<file path="src/rtl/tlk2711_axil_regbus.sv">
// AXI4-Lite slave bridging to the TLK2711 channel register bus.
// One transaction in flight; writes take priority over a colliding read.
module tlk2711_axil_regbus #(
    parameter int unsigned ADDR_W     = 16,
    parameter int unsigned DATA_W     = 64,
    parameter int unsigned RD_LATENCY = 1
) (
    input  logic                ps_clk,
    input  logic                ps_rst_n,
    input  logic                s_axil_awvalid,
    output logic                s_axil_awready,
    input  logic [ADDR_W-1:0]   s_axil_awaddr,
    input  logic                s_axil_wvalid,
    output logic                s_axil_wready,
    input  logic [DATA_W-1:0]   s_axil_wdata,
    input  logic [DATA_W/8-1:0] s_axil_wstrb,
    output logic                s_axil_bvalid,
    input  logic                s_axil_bready,
    output logic [1:0]          s_axil_bresp,
    input  logic                s_axil_arvalid,
    output logic                s_axil_arready,
    input  logic [ADDR_W-1:0]   s_axil_araddr,
    output logic                s_axil_rvalid,
    input  logic                s_axil_rready,
    output logic [DATA_W-1:0]   s_axil_rdata,
    output logic [1:0]          s_axil_rresp,
    output logic                o_reg_wen,
    output logic [15:0]         o_reg_waddr,
    output logic [63:0]         o_reg_wdata,
    output logic                o_reg_ren,
    output logic [15:0]         o_reg_raddr,
    input  logic [63:0]         i_reg_rdata
);

    localparam logic [1:0] RESP_OKAY   = 2'b00;
    localparam logic [1:0] RESP_SLVERR = 2'b10;
    localparam logic [2:0] LAT         = 3'(RD_LATENCY);

    typedef enum logic [2:0] {StIdle, StWrIssue, StWrResp, StRdWait, StRdResp} state_t;

    state_t                r_state, w_state;
    logic                  r_aw_full, w_aw_full, r_w_full, w_w_full;
    logic [ADDR_W-1:0]     r_awaddr, w_awaddr, r_araddr, w_araddr;
    logic [DATA_W-1:0]     r_wdata, w_wdata;
    logic [DATA_W/8-1:0]   r_wstrb, w_wstrb;
    logic                  r_ar_pend, w_ar_pend, r_rd_err, w_rd_err;
    logic [2:0]            r_cnt, w_cnt;
    logic                  r_awready, w_awready, r_wready, w_wready, r_arready, w_arready;
    logic                  r_bvalid, w_bvalid, r_rvalid, w_rvalid;
    logic [1:0]            r_bresp, w_bresp, r_rresp, w_rresp;
    logic [DATA_W-1:0]     r_rdata, w_rdata;
    logic                  r_wen, w_wen, r_ren, w_ren;
    logic [15:0]           r_waddr, w_waddr, r_raddr, w_raddr;
    logic [63:0]           r_wdo, w_wdo;
    logic                  w_aw_hs, w_w_hs, w_ar_hs, w_pair_now, w_rd_go;
    logic [ADDR_W-1:0]     w_rd_addr;

    assign w_aw_hs = s_axil_awvalid && r_awready;
    assign w_w_hs  = s_axil_wvalid && r_wready;
    assign w_ar_hs = s_axil_arvalid && r_arready;

    always_comb begin
        w_state   = r_state;
        w_aw_full = r_aw_full | w_aw_hs;
        w_awaddr  = w_aw_hs ? s_axil_awaddr : r_awaddr;
        w_w_full  = r_w_full | w_w_hs;
        w_wdata   = w_w_hs ? s_axil_wdata : r_wdata;
        w_wstrb   = w_w_hs ? s_axil_wstrb : r_wstrb;
        w_ar_pend = r_ar_pend;
        w_araddr  = r_araddr;
        w_rd_err  = r_rd_err;
        w_cnt     = r_cnt;
        w_bvalid  = r_bvalid;
        w_bresp   = r_bresp;
        w_rvalid  = r_rvalid;
        w_rresp   = r_rresp;
        w_rdata   = r_rdata;
        w_wen     = 1'b0;
        w_waddr   = r_waddr;
        w_wdo     = r_wdo;
        w_ren     = 1'b0;
        w_raddr   = r_raddr;
        w_pair_now = w_aw_full && w_w_full;
        w_rd_go   = 1'b0;
        w_rd_addr = s_axil_araddr;

        unique case (r_state)
            StIdle: begin
                if (r_aw_full && r_w_full) begin
                    w_state = StWrIssue;
                    if ((&r_wstrb) && (r_awaddr[2:0] == 3'b000)) begin
                        w_wen   = 1'b1;
                        w_waddr = 16'(r_awaddr);
                        w_wdo   = 64'(r_wdata);
                        w_bresp = RESP_OKAY;
                    end else begin
                        w_bresp = RESP_SLVERR;
                    end
                end else if (w_ar_hs && w_pair_now) begin
                    // Read accepted as the write pair completes: park it behind the write.
                    w_ar_pend = 1'b1;
                    w_araddr  = s_axil_araddr;
                end else if (w_ar_hs || r_ar_pend) begin
                    w_rd_go   = 1'b1;
                    w_rd_addr = r_ar_pend ? r_araddr : s_axil_araddr;
                end
            end
            StWrIssue: begin
                w_state  = StWrResp;
                w_bvalid = 1'b1;
            end
            StWrResp: begin
                if (s_axil_bready) begin
                    w_bvalid  = 1'b0;
                    w_aw_full = 1'b0;
                    w_w_full  = 1'b0;
                    w_state   = StIdle;
                end
            end
            StRdWait: begin
                if (r_cnt == LAT) begin
                    w_rdata = r_rd_err ? '0 : DATA_W'(i_reg_rdata);
                    w_state = StRdResp;
                end else begin
                    w_cnt = r_cnt + 3'd1;
                end
            end
            StRdResp: begin
                if (!r_rvalid) begin
                    w_rvalid = 1'b1;
                end else if (s_axil_rready) begin
                    w_rvalid = 1'b0;
                    w_state  = StIdle;
                end
            end
            default: w_state = StIdle;
        endcase

        if (w_rd_go) begin
            w_state   = StRdWait;
            w_cnt     = 3'd0;
            w_ar_pend = 1'b0;
            w_rd_err  = (w_rd_addr[2:0] != 3'b000);
            w_rresp   = w_rd_err ? RESP_SLVERR : RESP_OKAY;
            if (!w_rd_err) begin
                w_ren   = 1'b1;
                w_raddr = 16'(w_rd_addr);
            end
        end

        w_awready = (w_state == StIdle) && !w_aw_full;
        w_wready  = (w_state == StIdle) && !w_w_full;
        w_arready = (w_state == StIdle) && !(w_aw_full && w_w_full) && !w_ar_pend;
    end

    always_ff @(posedge ps_clk) begin
        if (!ps_rst_n) begin
            r_state   <= StIdle;
            r_aw_full <= 1'b0;
            r_awaddr  <= '0;
            r_w_full  <= 1'b0;
            r_wdata   <= '0;
            r_wstrb   <= '0;
            r_ar_pend <= 1'b0;
            r_araddr  <= '0;
            r_rd_err  <= 1'b0;
            r_cnt     <= 3'd0;
            r_awready <= 1'b0;
            r_wready  <= 1'b0;
            r_arready <= 1'b0;
            r_bvalid  <= 1'b0;
            r_bresp   <= 2'b00;
            r_rvalid  <= 1'b0;
            r_rresp   <= 2'b00;
            r_rdata   <= '0;
            r_wen     <= 1'b0;
            r_waddr   <= 16'd0;
            r_wdo     <= 64'd0;
            r_ren     <= 1'b0;
            r_raddr   <= 16'd0;
        end else begin
            r_state   <= w_state;
            r_aw_full <= w_aw_full;
            r_awaddr  <= w_awaddr;
            r_w_full  <= w_w_full;
            r_wdata   <= w_wdata;
            r_wstrb   <= w_wstrb;
            r_ar_pend <= w_ar_pend;
            r_araddr  <= w_araddr;
            r_rd_err  <= w_rd_err;
            r_cnt     <= w_cnt;
            r_awready <= w_awready;
            r_wready  <= w_wready;
            r_arready <= w_arready;
            r_bvalid  <= w_bvalid;
            r_bresp   <= w_bresp;
            r_rvalid  <= w_rvalid;
            r_rresp   <= w_rresp;
            r_rdata   <= w_rdata;
            r_wen     <= w_wen;
            r_waddr   <= w_waddr;
            r_wdo     <= w_wdo;
            r_ren     <= w_ren;
            r_raddr   <= w_raddr;
        end
    end

    assign s_axil_awready = r_awready;
    assign s_axil_wready  = r_wready;
    assign s_axil_arready = r_arready;
    assign s_axil_bvalid  = r_bvalid;
    assign s_axil_bresp   = r_bresp;
    assign s_axil_rvalid  = r_rvalid;
    assign s_axil_rresp   = r_rresp;
    assign s_axil_rdata   = r_rdata;
    assign o_reg_wen      = r_wen;
    assign o_reg_waddr    = r_waddr;
    assign o_reg_wdata    = r_wdo;
    assign o_reg_ren      = r_ren;
    assign o_reg_raddr    = r_raddr;

endmodule

</file>
<file path="config.mk">
export PLATFORM = sky130hd
export DESIGN_NAME = tlk2711_axil_regbus
export DESIGN_NICKNAME = d
export VERILOG_FILES = /design/src/rtl/tlk2711_axil_regbus.sv
export SDC_FILE = /design/constraint.sdc
export NUM_CORES = 1
export LEC_CHECK = 0
export CORE_MARGIN = 2
export CORE_UTILIZATION = 40
export DETAILED_ROUTE_END_ITERATION = 10
export PLACE_DENSITY = 0.67
export REMOVE_ABC_BUFFERS = 1
export SLEW_MARGIN = 10
export SYNTH_ARGS = -nofsm -noshare
export SYNTH_HDL_FRONTEND = slang
export SYNTH_SLANG_ARGS = --single-unit
</file>
<file path="constraint.sdc">
create_clock -name ps_clk -period 2.31 [get_ports ps_clk]
set_clock_uncertainty 0.1 [all_clocks]
set_input_delay 0.5775 -clock ps_clk [delete_from_list [all_inputs] [get_ports ps_clk]]
set_output_delay 0.5775 -clock ps_clk [all_outputs]
set_load 0.03 [all_outputs]
</file>
After elaboration in Yosys (flattened, before gate mapping) --
Cells that the tools add are included.
Word-level totals: register bits 285, bits of input ports 175, output and inout bits 171, logic and storage cells 102
Cells by class: $add $sub $neg 1, eq/ne operators 6, mux-type cells 33, bitwise gates (word level) 6, reduce and logical (&&, ||, !) cells 33
Operator list (count):
- 16-bit two-way mux | 5
- 64-bit two-way mux | 1
- 3-bit two-way mux | 6
- 1-bit two-way mux | 17
- 3-bit one-hot mux with 5 select lines | 1
- 1-bit logical AND | 12
- 2-bit AND reduction | 6
- 3-bit logical NOT | 3
- 3-bit AND reduction | 3
- 8-bit AND reduction | 1
- 3-bit by 1-bit equality test with 1-bit output, second input constant | 2
- 3-bit by 2-bit equality test with 1-bit output, second input constant | 2
- 1-bit logical NOT | 4
- 2-bit two-way mux | 2
- 1-bit inverter | 4
- 3-bit by 1-bit adder with 3-bit output, second input constant | 1
- 3-bit equality test, second input constant | 1
- 3-bit nonzero test | 1
- 2-bit != test, second input constant | 1
- 1-bit bitwise OR | 2
- 1-bit one-hot mux with 2 select lines | 1
- 2-bit nonzero test | 1
- 2-bit OR reduction | 1
- 1-bit logical OR | 1

Logic depth before layout (Yosys ltp) --
Gate-level depths: netlist (run 1).
depth after elaboration 11, mapped depth 7

Least setup slack after synthesis (run 1) --
Ideal clock, no wire load.
kind input to register, start input s_axil_araddr[0], end register r_rresp[1] (netlist: s_axil_rresp[1]), setup time 0.132 ns, data arrival time 1.822 ns, setup slack 0.257 ns, stages 6, path buffers 2, path through or4_1 o21ai_1 and2_1 buf_2 buf_4 nor3_1
On the way: word-level cells in the longest chain between the ends 7
RTL lines:
- from (decl) | RTL line 22 | input logic [ADDR_W-1:0] s_axil_araddr,
- 16-bit two-way mux | RTL line 105 | w_rd_addr = r_ar_pend ? r_araddr : s_axil_araddr;
- 16-bit two-way mux | RTL line 103 | end else if (w_ar_hs || r_ar_pend) begin
- 16-bit two-way mux | RTL line 99 | end else if (w_ar_hs && w_pair_now) begin
- 16-bit two-way mux | RTL line 89 | if (r_aw_full && r_w_full) begin
- 16-bit two-way mux * | RTL line 87 | unique case (r_state)
- 3-bit nonzero test * | RTL line 143 | w_rd_err = (w_rd_addr[2:0] != 3'b000);
- 2-bit two-way mux * | RTL line 144 | w_rresp = w_rd_err ? RESP_SLVERR : RESP_OKAY;
- to (signal assigned) | RTL line 198 | r_rresp <= w_rresp;
- to (decl) | RTL line 50 | logic [1:0] r_bresp, w_bresp, r_rresp, w_rresp;
Every way passes the cells marked *; elsewhere a longest branch is shown, timed or not. A chain may end at the register's enable or synchronous reset.

Worst setup path in the final report (run 1) --
start register r_raddr[6] (netlist: o_reg_raddr[6]), end output o_reg_raddr[6]
RTL lines:
- from (decl) | RTL line 53 | logic [15:0] r_waddr, w_waddr, r_raddr, w_raddr;
- from (signal assigned) | RTL line 204 | r_raddr <= w_raddr;
- to (decl) | RTL line 31 | output logic [15:0] o_reg_raddr,
No word-level cell between the ends.

==> qor.csv, run 1 <==
metric;value;unit
status;finished, final reports clean;
synth top area cells;dfxtp_1 (54%), a21oi_1 (11%), nand2_1 (8.9%), nand3b_1 (4.6%), nand3_1 (3.9%);
clock network power share;0.437;
asr flop ratio synth;0;
vias in the first global route;9561;
Area Growth Syn to Fin;47.2;%
worst path cell trace;clkdlybuf4s50_1;
Yosys cell types;45;
Synth top area share;0.535;
Clock Path Buffers;3;
Final Hold Fails;0;
Yosys Warn Count;0;
total CTS buffers;31;
Flop pwr share;0.450;
initial core utilization;0.406;
global-route usage over all layers;0.227;
antenna violations before repair;2;
CP Buf/Inv Count;1;
Nets;1726;
Critical Path Sink Type;output pin;
critical path launch point type;flip-flop;
unrepaired setup endpoints after global routing;no;
total of fill cells in the finished design;2333;
period utilisation layout;0.982;
grt ovf;0;
Crit path required time;1.63;ns
clock root buffer;clkbuf_16;
slowest CP cell;clkdlybuf4s50_1;
combinational share of power;0.113;
router iterations before antenna repair;7;
I/O pin total;346;
vias;9938;
layout cell share with drive strength beyond 1;0.0650;
clk slew on worst S/H paths;0.06;ns
Cell Area, Synth;10600;um2
synthesized area per cell;8.47;um2
Mapped Cells;1245;
CP delay by family, top;buffers and inverters;
Seq/Total Area, Yosys;0.535;
f_max;0.441;GHz
die area;27700;um2
total core area;26000;um2
P_sw;2750;uW
worst-path maximum fanout;2;
clock latency on the worst-skew pair;0.54;ns
Synth Register Bits;282;
Max Cap Viol;0;
Max Slew Vio Count;0;
GPL Wtd Cong;0.794;
dominant cell type by area after synthesis;dfxtp_1;
final wirelength;32900;um
Die H;166;um
global-route wire length before repair;52100;um
pre-CTS setup slack;-0.0978;ns
pwr/cell area;737;nW/um2
Worst Setup Path Type;reg2out;
Core Rows;59;
largest net degree at the start of global routing;83;
IO Port Bufs;343;
Int Pwr;8700;uW
leak pwr;0.00559;uW
Finish-stage setup viols;0;
Primary FF master, synth;dfxtp_1;
Critical Path AT;1.59;ns
CTS Hold Buffers Added;0;
Avg Vias per Cell;5.21;
EDFF count, synth;0;
clock net sink count;282;
Switching Share;0.240;
dpl hpwl;21600;um
fin crit period;2.27;ns
post-route antenna net violation count;0;
Final WS setup;0.0412;ns
Starting DRT DRC Count;1005;
Post-CTS Setup Repair Bufs;0;
DIE WIDTH;166;um
Hold Path Class;reg2reg;
most instantiated cells after synthesis;dfxtp_1 (282), nand2_1 (250), a21oi_1 (238);
Power Total;11400;uW
WL per Instance;17.2;um
critical path's largest stage delay;0.69;ns
H-tree levels;1;
CTS tree;yes;
peak supply drop;0.554;mV
post-route DRC violation count;0;
count leader, synth;dfxtp_1;
==> per-layer routing <==
metal	GRT usage	vias to the layer above	wire length [um]
li1	-	4873	-
met1	0.301	4681	14100
met2	0.368	327	15400
met3	0.0515	57	2290
met4	0.0708	0	1010
met5	0	-	0
==> state kept, by name, indices dropped and copies added, names as in the netlist, 3 cells and up <==
register      cells
o_reg_raddr      16
r_wstrb           8
r_araddr         16
r_wdata          64
s_axil_rdata     64
o_reg_waddr      16
r_awaddr         16
r_cnt             3
o_reg_wdata      64
r_state           3
==> worst min-delay path, cell delays in order (launching register included) <==
cell     delay, ns
dfxtp_1       0.31
nand2_1       0.05
a21oi_1       0.05
==> power groups by stage <==
stage / logic (uW) / clock network, uW / registers (uW)
floorplan: 520 / 0 / 5310
global placement: 1290 / 0 / 5250
detailed placement: 1300 / 0 / 5260
CTS: 1300 / 5090 / 5150
global route: 1410 / 5290 / 5170
finish: 1290 / 5010 / 5150
==> layout by cell type, fill, tap and decap left out, drive strengths merged, types with 6 or more instances in the layout <==
| master | netlist | routed |
|---|---|---|
| and3 | 7 | 7 |
| o21ai | 80 | 80 |
| clkbuf | 83 | 43 |
| dlymetal6s2s | 0 | 18 |
| dlygate4sd2 | 0 | 6 |
| nor2 | 30 | 30 |
| nand3 | 82 | 82 |
| a31oi | 13 | 13 |
| o21a | 10 | 10 |
| nand2 | 250 | 250 |
| clkdlybuf4s50 | 0 | 318 |
| a21oi | 238 | 238 |
| nand3b | 65 | 65 |
| and2 | 8 | 8 |
| buf | 30 | 41 |
| dfxtp | 282 | 282 |
| mux2i | 30 | 30 |
==> through the flow <==
stage	utilization	setup TNS, ns	instance area (um2)	hold WS (ns)	instances
detailed placement	0.556	-1.06	14400	0.343	1851
finish	0.598	0	15500	0.348	1907
global placement	0.556	-0.854	14400	0.338	1851
global route	0.598	0	15500	0.364	1906
CTS	0.596	0	15500	0.351	1905
floorplan	-	-255.63	10000	0.331	1133
==> cell type report <==
type                       count  area [um2]  area share
antenna                        2        5.00    0.000322
clock inverter                11         143     0.00919
multi-input combinational    849        4420       0.285
tap                          335         419      0.0270
sequential                   282        5650       0.364
inverter                       2        15.0    0.000967
timing repair buffer         383        3980       0.256
clock buffer                  43         901      0.0580
==> repair_timing <==
action,in CTS,in global routing
endpoints found under the hold margin,0,0
setup endpoints to repair,6,18
cloned,0,0
gates resized for setup,6,18
==> cells by family (layout without fill, tap and decap cells) <==
| group | Yosys count | after routing | share of synthesized area |
|---|---|---|---|
| mux | 30 | 30 | 0.0285 |
| fa+ha+maj | 2 | 2 | 0.00237 |
| flops | 282 | 282 | 0.535 |
| buf+inv | 115 | 439 | 0.0502 |
| simple gates | 460 | 460 | 0.206 |
| other cells | 1 | 4 | 0.000355 |
| compound gates | 353 | 353 | 0.176 |
| xor+xnor | 2 | 2 | 0.00166 |
==> final timing paths <==
check / from / end / slack (ns) / depth (start not counted)
max: o_reg_raddr[6]$_SDFFE_PN0P_ / o_reg_raddr[6] / 0.04 / 1
max reg2reg: r_awaddr[0]$_SDFFE_PN0P_ / o_reg_waddr[11]$_SDFFE_PN0P_ / 0.22 / 5
min: s_axil_rdata[0]$_SDFFE_PN0P_ / s_axil_rdata[0]$_SDFFE_PN0P_ / 0.35 / 2
min reg2reg: s_axil_rdata[0]$_SDFFE_PN0P_ / s_axil_rdata[0]$_SDFFE_PN0P_ / 0.35 / 2
Power figures use the tool's default switching activity.
==> run 2: changes to the inputs <==
--- a/config.mk
+++ b/config.mk
@@ -5,7 +5,6 @@
 export SDC_FILE = /design/constraint.sdc
 export NUM_CORES = 1
 export LEC_CHECK = 0
-export CORE_MARGIN = 2
 export CORE_UTILIZATION = 40
 export DETAILED_ROUTE_END_ITERATION = 10
 export PLACE_DENSITY = 0.67
==> qor.csv, run 2 (synthesis results as in run 1) <==
metric;value;unit
global-route usage over all layers;0.228;
slowest CP cell;clkdlybuf4s50_1;
Max Slew Vio Count;0;
hold path startpoint;r_awaddr[1]$_SDFFE_PN0P_;
IO Port Bufs;343;
CTS Hold Buffers Added;0;
clock latency on the worst-skew pair;0.55;ns
clock root buffer;clkbuf_16;
pre-CTS setup slack;-0.0995;ns
vias;9912;
largest net degree at the start of global routing;67;
Final WS setup;0.0381;ns
Crit path required time;1.63;ns
total core area;26000;um2
Avg Vias per Cell;5.18;
final wirelength;32800;um
Starting DRT DRC Count;1056;
critical path launch point type;flip-flop;
vias in the first global route;9022;
CTS tree;yes;
unrepaired setup endpoints after global routing;no;
peak supply drop;0.534;mV
fin cells;1914;
Core Rows;59;
reg2reg end;o_reg_wdata[11]$_SDFFE_PN0P_;
worst-path maximum fanout;2;
r2r setup slk;0.24;ns
Critical Path AT;1.59;ns
Finish-stage setup viols;0;
Nets;1731;
Hold Crit Depth;2;
Worst Setup Path Type;reg2out;
commonest non-fill, non-tap cell in the layout;clkdlybuf4s50_1;
die area;27000;um2
router iterations before antenna repair;5;
I/O pin total;346;
Die H;164;um
Hold Path Class;reg2reg;
commonest non-fill, non-tap cells in the layout;clkdlybuf4s50_1 (314), dfxtp_1 (282), nand2_1 (248);
Final Hold Fails;0;
WL per Instance;17.1;um
leak pwr;0.00567;uW
fin crit period;2.27;ns
Final Util;0.597;
total of fill cells in the finished design;2312;
H-tree levels;1;
WHS Endpoint;r_awaddr[1]$_SDFFE_PN0P_;
period utilisation layout;0.983;
critical path's largest stage delay;0.69;ns
DIE WIDTH;164;um
Critical Path Sink Type;output pin;
total CTS buffers;31;
status;finished, final reports clean;
initial core utilization;0.406;
f_max;0.440;GHz
CP delay by family, top;buffers and inverters;
hold_ws;0.349;ns
CP Buf/Inv Count;1;
clk slew on worst S/H paths;0.06;ns
FF-to-FF path depth;5;
Clock Path Buffers;3;
layout cell share with drive strength beyond 1;0.0685;
post-route DRC violation count;0;
worst path cell trace;clkdlybuf4s50_1;
antenna violations before repair;2;
GPL Wtd Cong;0.798;
global-route wire length before repair;49400;um
grt ovf;0;
Placed Instances;1856;
Max Cap Viol;0;
Area Growth Syn to Fin;47.1;%
dpl hpwl;21500;um
pwr/cell area;721;nW/um2
Crit Reg-Reg Startpoint;r_awaddr[0]$_SDFFE_PN0P_;
clock net sink count;282;
post-route antenna net violation count;0;
-- run 2: cell types whose count changed in the layout (fill, tap and decap cells not counted), sizes merged, moves of 2 or more --
cell           before  now
clkdlybuf4s50     318  314
dlymetal6s2s       18   21
clkinv              5   12
bufinv              3    1
clkinvlp            2    0
buf                41   46
-- run 2: where the power goes --
part           switching (uW)  internal, uW  leakage, uW
Sequential                122          5040      0.00228
Combinational             658           638      0.00290
Clock                    1970          2760     0.000497
Total                    2750          8430      0.00567
-- run 2: worst register-to-register path, delay by kind of cell, from the launching register on --
| family | cells | cell delay (ns) |
|---|---|---|
| AO/OA/AOI/OAI | 2 | 0.31 |
| flip-flops | 1 | 0.31 |
| buffers and inverters | 1 | 0.20 |
| AND/OR/NAND/NOR | 2 | 1.02 |
-- run 2: how the worst max path moves through the flow --
stage / from / end / slack (ns) / cells past startpoint
after floorplan: r_state[1]$_SDFF_PN0_ / r_araddr[0]$_SDFFE_PN0P_ / -1.59 / 4
after global placement: s_axil_araddr[0] / o_reg_raddr[15]$_SDFFE_PN0P_ / -0.09 / 7
after detailed placement: s_axil_araddr[0] / o_reg_raddr[15]$_SDFFE_PN0P_ / -0.1 / 7
after CTS: s_axil_rdata[34]$_SDFFE_PN0P_ / s_axil_rdata[34] / 0.007 / 1
after global routing: o_reg_raddr[12]$_SDFFE_PN0P_ / o_reg_raddr[12] / 0.0009 / 1
final: o_reg_raddr[13]$_SDFFE_PN0P_ / o_reg_raddr[13] / 0.04 / 1
-- run 2: per-stage QoR --
| stage | total power [uW] | instance area (um2) | TNS, ns |
|---|---|---|---|
| global placement | 6550 | 14500 | -0.882 |
| global route | 11600 | 15500 | 0 |
| floorplan | 5830 | 10000 | -255.63 |
| CTS | 11300 | 15500 | 0 |
| finish | 11200 | 15500 | 0 |
| detailed placement | 6570 | 14500 | -0.964 |
-- run 2: cell type report --
cell class / instances / area (um2) / area share
Antenna cell: 2 / 5.00 / 0.000322
Clock buffer: 42 / 877 / 0.0565
Clock inverter: 14 / 103 / 0.00661
Inverter: 2 / 15.0 / 0.000967
Multi-Input combinational cell: 849 / 4420 / 0.285
Sequential cell: 282 / 5650 / 0.364
Tap cell: 335 / 419 / 0.0270
Timing Repair Buffer: 388 / 4040 / 0.260
-- run 2: repair_timing --
action | CTS | global route
setup endpoints to repair | 7 | 21
gates resized for setup | 7 | 21
buffers inserted | 0 | 0
hold endpoints to repair | 0 | 0
-- run 2: metal layers --
metal / share of wire / global-route usage / wire (um) / vias to the layer above
met5: 0 / 0 / 0 / -
met4: 0.019 / 0.0567 / 631 / 0
met3: 0.076 / 0.0535 / 2500 / 46
met2: 0.46 / 0.363 / 15200 / 287
met1: 0.44 / 0.310 / 14400 / 4693
li1: - / - / - / 4886
==> run 3: changes to the inputs <==
--- a/config.mk
+++ b/config.mk
@@ -7,8 +7,10 @@
 export LEC_CHECK = 0
 export CORE_UTILIZATION = 40
 export DETAILED_ROUTE_END_ITERATION = 10
+export MAX_ROUTING_LAYER = met4
 export PLACE_DENSITY = 0.67
 export REMOVE_ABC_BUFFERS = 1
+export SETUP_SLACK_MARGIN = 0.4
 export SLEW_MARGIN = 10
 export SYNTH_ARGS = -nofsm -noshare
 export SYNTH_HDL_FRONTEND = slang
==> qor.csv, run 3 (synthesis results as in run 1) <==
metric;value;unit
CTS tree;yes;
CP endpoint;o_reg_wdata[54]$_SDFFE_PN0P_;
Max Slew Vio Count;0;
Crit path required time;2.68;ns
vias;10300;
commonest non-fill, non-tap cell in the layout;dfxtp_1;
Starting DRT DRC Count;784;
unrepaired setup endpoints after global routing;yes;
Clock Path Buffers;3;
global-route wire length before repair;52300;um
Crit Reg-Reg Startpoint;r_awaddr[2]$_SDFFE_PN0P_;
Worst Setup Path Type;reg2reg;
slowest CP cell;or4b_4;
TNS Setup;0;ns
Worst Setup SP;r_awaddr[2]$_SDFFE_PN0P_;
clk slew on worst S/H paths;0.07;ns
vias in the first global route;9394;
r2r setup slk;0.16;ns
I/O pin total;346;
fin crit period;2.15;ns
CP Buf/Inv Count;3;
reg2reg end;o_reg_wdata[54]$_SDFFE_PN0P_;
peak supply drop;0.519;mV
layout cell share with drive strength beyond 1;0.258;
H-tree levels;1;
Critical Path Sink Type;flip-flop;
post-route DRC violation count;0;
Final Hold Fails;0;
Int Pwr;8450;uW
Core Rows;59;
CTS Hold Buffers Added;0;
commonest non-fill, non-tap cells in the layout;dfxtp_1 (275), nand2_1 (247), a21oi_1 (214);
f_max;0.466;GHz
Finish-stage setup viols;0;
initial core utilization;0.406;
Hold Path Class;reg2reg;
Area Growth Syn to Fin;55.1;%
GPL Wtd Cong;0.810;
largest net degree at the start of global routing;67;
critical path's largest stage delay;0.54;ns
combinational share of power;0.120;
grt ovf;0;
Nets;1756;
Final WS setup;0.163;ns
total CTS buffers;31;
CP delay by family, top;simple AND/OR/NAND/NOR gates;
pre-CTS setup slack;-0.0995;ns
critical path launch point type;flip-flop;
P_sw;2830;uW
clock root buffer;clkbuf_16;
pwr/cell area;690;nW/um2
leak pwr;0.00576;uW
Critical Path AT;2.52;ns
Switching Share;0.251;
global-route usage over all layers;0.253;
router iterations before antenna repair;5;
worst-path maximum fanout;8;
dpl hpwl;21500;um
die area;27000;um2
Avg Vias per Cell;5.30;
FF-to-FF path depth;7;
DIE WIDTH;164;um
status;finished, final reports clean;
Flop pwr share;0.459;
Die H;164;um
clock network power share;0.421;
worst path cell trace;or4b_4, buf_6, nor3_4, buf_6, clkbuf_16, nand3_2, a21oi_1;
period utilisation layout;0.929;
antenna violations before repair;2;
WL per Instance;18.9;um
final wirelength;36600;um
Crit path top cell by count;buf_6;
clock net sink count;282;
clock latency on the worst-skew pair;0.55;ns
Max Cap Viol;0;
Crit. path cell count;7;
IO Port Bufs;343;
post-route antenna net violation count;0;
hold_ws;0.347;ns
total core area;26000;um2
run 3: area by class of cell:
class                   instances  area (um2)
clock inverters                14         103
well taps                     335         419
clock buffers                  42         877
flip-flops and latches        282        5660
fillers                      2202        9630
inverters                       2        15.0
multi-input cells             849        4910
diodes                          3        7.51
repair buffers                413        4370
run 3: per-layer routing:
metal / up-vias / track usage / wire length, um
met5: - / - / 0
met4: 0 / 0.0655 / 880
met3: 65 / 0.0590 / 3020
met2: 358 / 0.405 / 17500
met1: 4913 / 0.320 / 15300
li1: 4952 / - / -
run 3: worst min path at each step:
| stage | start | to | cells past startpoint | slack (ns) |
|---|---|---|---|---|
| finish | s_axil_rdata[47]$_SDFFE_PN0P_ | s_axil_rdata[47]$_SDFFE_PN0P_ | 2 | 0.35 |
| global route | r_wstrb[5]$_SDFFE_PN0P_ | r_wstrb[5]$_SDFFE_PN0P_ | 2 | 0.37 |
| CTS | s_axil_rdata[28]$_SDFFE_PN0P_ | s_axil_rdata[28]$_SDFFE_PN0P_ | 2 | 0.35 |
| detailed placement | r_wstrb[1]$_SDFFE_PN0P_ | r_wstrb[1]$_SDFFE_PN0P_ | 2 | 0.34 |
| global placement | s_axil_rdata[7]$_SDFFE_PN0P_ | s_axil_rdata[7]$_SDFFE_PN0P_ | 2 | 0.34 |
| floorplan | r_awaddr[0]$_SDFFE_PN0P_ | r_awaddr[0]$_SDFFE_PN0P_ | 2 | 0.33 |
run 3: worst min-delay path, stage by stage, from the launching register on:
cell,delay [ns]
dfxtp_1,0.31
nand2_1,0.05
a21oi_1,0.05
run 3: through the flow:
| stage | util | power (uW) | std cells | cell area, um2 |
|---|---|---|---|---|
| final | 0.630 | 11300 | 1940 | 16400 |
| after detailed placement | 0.558 | 6570 | 1856 | 14500 |
| after global routing | 0.629 | 11700 | 1939 | 16400 |
| after floorplan | - | 5830 | 1133 | 10000 |
| after CTS | 0.617 | 11300 | 1927 | 16000 |
| after global placement | 0.558 | 6550 | 1856 | 14500 |
run 3: power by group through the flow:
stage	Combinational, uW	Sequential (uW)	Clock (uW)
after floorplan	520	5310	0
after global placement	1290	5260	0
after detailed placement	1310	5260	0
after CTS	1310	5160	4810
after global routing	1460	5190	5020
final	1350	5170	4750
run 3: repair_timing:
action	4_1_cts	5_1_grt
cloned	9	6
gates resized for setup	555	235
endpoints found under the setup margin	266	166
setup buffers	6	4
pin swaps	6	68
